<file path="src/rtl/pma_rx_deserializer.sv">
// Serial-to-parallel receive stage: rebuilds DATA_WIDTH-bit words aligned on K28.5 commas.
// Optional feature macro RX_COMMA_FLAG_EN adds Comma_Det, flagging emitted comma words.
module pma_rx_deserializer #(
  parameter int unsigned DATA_WIDTH = 10,
  parameter logic [6:0]  COMMA_P    = 7'h7C,
  parameter logic [6:0]  COMMA_N    = 7'h03,
  parameter int unsigned ERR_THR    = 4
) (
  input  logic                  Bit_Rate_Clk,
  input  logic                  Rst,
  input  logic                  Serial_In,
  output logic [DATA_WIDTH-1:0] Data_Out,
  output logic                  Data_Valid,
`ifdef RX_COMMA_FLAG_EN
  output logic                  Comma_Det,
`endif
  output logic                  Sync_Lock
);

  localparam int unsigned     CntW    = (DATA_WIDTH > 1) ? $clog2(DATA_WIDTH) : 1;
  localparam int unsigned     ErrW    = (ERR_THR > 1) ? $clog2(ERR_THR + 1) : 1;
  localparam logic [CntW-1:0] LastBit = CntW'(DATA_WIDTH - 1);
  localparam logic [ErrW-1:0] ErrLast = ErrW'(ERR_THR - 1);

  typedef enum logic [1:0] {StHunt, StSync, StLocked} state_e;

  state_e                state_q;
  logic [DATA_WIDTH-1:0] window_q;
  logic [CntW-1:0]       bit_cnt_q;
  logic [ErrW-1:0]       err_cnt_q;

  logic comma;
  logic boundary;
  logic emit;
  logic realign;

  // Oldest received bit sits at window_q[0], so [6:0] holds the first seven bits of a symbol.
  always_comb begin
    comma    = (window_q[6:0] == COMMA_P) || (window_q[6:0] == COMMA_N);
    boundary = (bit_cnt_q == LastBit);
    emit     = 1'b0;
    realign  = 1'b0;
    unique case (state_q)
      StHunt: begin
        emit    = comma;
        realign = comma;
      end
      StSync: begin
        realign = comma && !boundary;
        emit    = realign || boundary;
      end
      StLocked: emit = boundary;
      default: ;
    endcase
  end

  always_ff @(posedge Bit_Rate_Clk) begin
    if (Rst) begin
      window_q   <= '0;
      bit_cnt_q  <= '0;
      err_cnt_q  <= '0;
      state_q    <= StHunt;
      Data_Out   <= '0;
      Data_Valid <= 1'b0;
      Sync_Lock  <= 1'b0;
`ifdef RX_COMMA_FLAG_EN
      Comma_Det  <= 1'b0;
`endif
    end else begin
      window_q   <= {Serial_In, window_q[DATA_WIDTH-1:1]};
      bit_cnt_q  <= (realign || boundary) ? '0 : bit_cnt_q + 1'b1;
      Data_Valid <= emit;
      if (emit) begin
        Data_Out <= window_q;
      end
`ifdef RX_COMMA_FLAG_EN
      Comma_Det  <= emit && comma;
`endif
      unique case (state_q)
        StHunt: begin
          if (comma) begin
            state_q <= StSync;
          end
        end
        StSync: begin
          if (comma && boundary) begin
            state_q   <= StLocked;
            Sync_Lock <= 1'b1;
            err_cnt_q <= '0;
          end
        end
        StLocked: begin
          // Off-boundary commas only count errors; alignment is never moved while locked.
          if (comma) begin
            if (boundary) begin
              err_cnt_q <= '0;
            end else if (err_cnt_q == ErrLast) begin
              state_q   <= StHunt;
              Sync_Lock <= 1'b0;
              err_cnt_q <= '0;
            end else begin
              err_cnt_q <= err_cnt_q + 1'b1;
            end
          end
        end
        default: begin
          state_q   <= StHunt;
          Sync_Lock <= 1'b0;
        end
      endcase
    end
  end

endmodule

</file>
<file path="config.mk">
export PLATFORM = sky130hd
export DESIGN_NAME = pma_rx_deserializer
export DESIGN_NICKNAME = d
export VERILOG_FILES = /design/src/rtl/pma_rx_deserializer.sv
export SDC_FILE = /design/constraint.sdc
export NUM_CORES = 1
export LEC_CHECK = 0
export CORE_ASPECT_RATIO = 0.7
export CORE_MARGIN = 2
export CORE_UTILIZATION = 55
export CTS_BUF_LIST = sky130_fd_sc_hd__clkbuf_4 sky130_fd_sc_hd__clkbuf_8
export DETAILED_ROUTE_END_ITERATION = 6
export PLACE_DENSITY_LB_ADDON = 0.25
export SETUP_SLACK_MARGIN = 0.05
export SLEW_MARGIN = 10
export SYNTH_ARGS = -nofsm -noshare
export SYNTH_HDL_FRONTEND = slang
export SYNTH_SLANG_ARGS = --single-unit
export TNS_END_PERCENT = 30
</file>
<file path="constraint.sdc">
create_clock -name Bit_Rate_Clk -period 4.09 [get_ports Bit_Rate_Clk]
set_input_delay 0.818 -clock Bit_Rate_Clk [delete_from_list [all_inputs] [get_ports Bit_Rate_Clk]]
set_output_delay 0.818 -clock Bit_Rate_Clk [all_outputs]
set_load 0.02 [all_outputs]
</file>
==> reports/results.ini <==
[synth]
synth.net_count = 176
synthCells = 170
synth_edf_count = 0
avgSynthCellArea_um2 = 8.63
synthFlopType = dfxtp_1
netlist_area_mm2 = 0.00147
yosysSeqAreaShare_pct = 42.3
synthMostInstantiatedCell = dfxtp_1
synth_cell_types = 40
synth.top_cell.area_share_pct = 42.3
synthArstFlopShare_pct = 0
synthTopCellsByCount = 31 x dfxtp_1, 19 x a21oi_1, 18 x nand2_1
synth_area_leader_cell = dfxtp_1
synth-seq-cells = 31
yosysWarningCount = 0
synthTopCellsByArea = dfxtp_1 42%, a21oi_1 6.5%, nor2b_1 6.0%

[placement]
io_buffers = 14
placed_cells = 209
gp_congestion = 0.855
dpl.hpwl_mm = 2.30

[route]
drt_pass1_iterations = 4
ant_nets = 0
vias_per_cell = 6.16
initialDrtViolationCount = 185
wirelength_mm = 3.34
via_count = 1337
wl_per_cell_um = 15.4
drc = 0

[floorplanning]
io_pins = 15
dieArea_mm2 = 0.00310
die_w_um = 65.7
core_area_mm2 = 0.00250
start_util_pct = 58.7
die_height_um = 47.2
fp-row-count = 15

[global_route]
grt_max_degree = 27
antenna_found_initial = 0
grt_pass1_vias = 1251
overflow = 0
grt_pass1_wl_mm = 5.63
groute.usage.overall_pct = 25.0

[clock_tree]
max-clock-path-buffers = 2
root_buffer = clkbuf_8
cts_tree = done
cts_hold_buf = 0
clk_latency_ns = 0.29
cts_buffers = 5
postCtsSetupRepairBufs = 0
clkSlewWorstSetupHoldPaths_ns = 0.07
h-tree-depth = 2
cts_sinks = 31
post_cts_resized = 0

[timing]
fin_tns_setup_ns = 0
hold_slack_ns = 0.478
tightest_slew_ns = 0.882
hold_viol = 0
finalClockSkew_ns = 0.00710
setup-violations-final = 0
timing.final.crit_share_pct = 62.7
finalMaxSlewViolations = 0
min_period_ns = 2.57
slew-limit-headroom_pct = 41.0
fmax_mhz = 390
rsz0062_at_grt = false

[critical_path]
crit_type = in2reg
worstPathMaxFanout = 24
endpoint_kind = flip-flop
required_ns = 4.25
critPathArrivalTime_ns = 2.73
start_kind = input port

[power_and_ir_drop]
power_leakage_uw = 0.000637
p_sw_share_pct = 19.8
p_int_uw = 509
power_density_mw_per_mm2 = 369
ir_worst_vdd_v = 0.000236
seq_power_share_pct = 48.7
power.switching_uw = 126
p_clk_share_pct = 48.7
comb_power_share_pct = 2.5

[cells_and_area]
final-instance-count-excl-fill = 217
fillers = 198
drive_above_1_share_pct = 9.84
diodes = 0
syn2layout_area_growth_pct = 17.6
layout.nets = 188

[min_path]
hp-class = reg2reg

[run_status]
status = finished clean

[run]
drv_cap = 0

[routing by layer]
metal,GRT usage [%],vias up,part of all wire (%)
met5,0,-,0
met4,12.5,0,2.2
met3,7.91,8,9.6
met2,38.6,75,43
met1,32.3,614,46
li1,-,640,-
[critical path: stages]
cell             delay [ns]
clkdlybuf4s50_1        1.05
inv_1                  0.31
nand2_1                0.21
a21oi_1                0.09
nor2b_1                0.19
a211oi_1               0.06
[sequential cells by signal (all words and copies together) (netlist names)]
register / cells
Data_Out: 10
state_q: 2
window_q: 10
err_cnt_q: 3
bit_cnt_q: 4
Data_Valid: 1
Sync_Lock: 1
[cells by family (layout without fill, tap and decap cells)]
kind of cell	after synthesis	in the layout	share of synthesized area, %
compound gates	48	48	21.8
xor+xnor	2	2	1.19
fa+ha+maj	3	3	2.56
buf+inv	12	25	3.67
flops	31	31	42.3
mux	5	5	3.84
simple gates	69	69	24.7
[final timing paths]
kind	from	endpoint	slack [ns]	depth (start not counted)
setup / recovery	Rst	Data_Out[9]	1.53	6
hold reg to reg	bit_cnt_q[0]	bit_cnt_q[0]	0.48	1
hold / removal	bit_cnt_q[0]	bit_cnt_q[0]	0.48	1
setup reg to reg	bit_cnt_q[0]	Data_Out[6]	1.85	6
[power groups by stage]
stage          clock, µW  combinational, µW  sequential, µW
4_1_cts              314               15.8             310
3_5_place_dp           0               15.3             316
2_1_floorplan          0               10.5             315
6_report             310               16.1             310
5_1_grt              327               17.7             310
3_3_place_gp           0               14.3             316
[cells in the final DEF (no fill, tap or decap), types with 2 or more instances in the layout]
cell type / instances
clkbuf_8: 6
clkdlybuf4s50_1: 14
a21oi_1: 19
a31oi_1: 2
nand2_1: 18
dfxtp_1: 31
nor2b_1: 14
mux2_2: 5
or3_1: 4
nor3_1: 5
nand3_1: 2
o2bb2ai_1: 3
o21ai_0: 5
nor2_1: 12
a22o_1: 2
a22oi_1: 6
a211oi_1: 3
and3_1: 3
nor4_1: 3
inv_1: 3
ha_1: 3
[area by class of cell]
| cell class | instances | area (µm²) | area share (%) |
|---|---|---|---|
| well taps | 34 | 42.5 | 2.47 |
| inverters | 3 | 11.3 | 0.653 |
| flip-flops and latches | 31 | 621 | 36.0 |
| clock buffers | 6 | 82.6 | 4.79 |
| multi-input cells | 127 | 792 | 45.9 |
| clock inverters | 2 | 35.0 | 2.03 |
| repair buffers | 14 | 140 | 8.13 |
[stage by stage]
stage | instance area, µm² | power (µW) | setup slack [ns] | utilization, %
after global routing | 1720 | 655 | 1.40 | 69.1
after global placement | 1610 | 330 | 1.38 | 64.4
after detailed placement | 1610 | 331 | 1.28 | 64.4
final | 1720 | 635 | 1.53 | 69.1
after floorplan | 1470 | 326 | 2.46 | -
after CTS | 1720 | 640 | 1.59 | 69.1
Note: power is estimated with default switching activity, not from simulation.
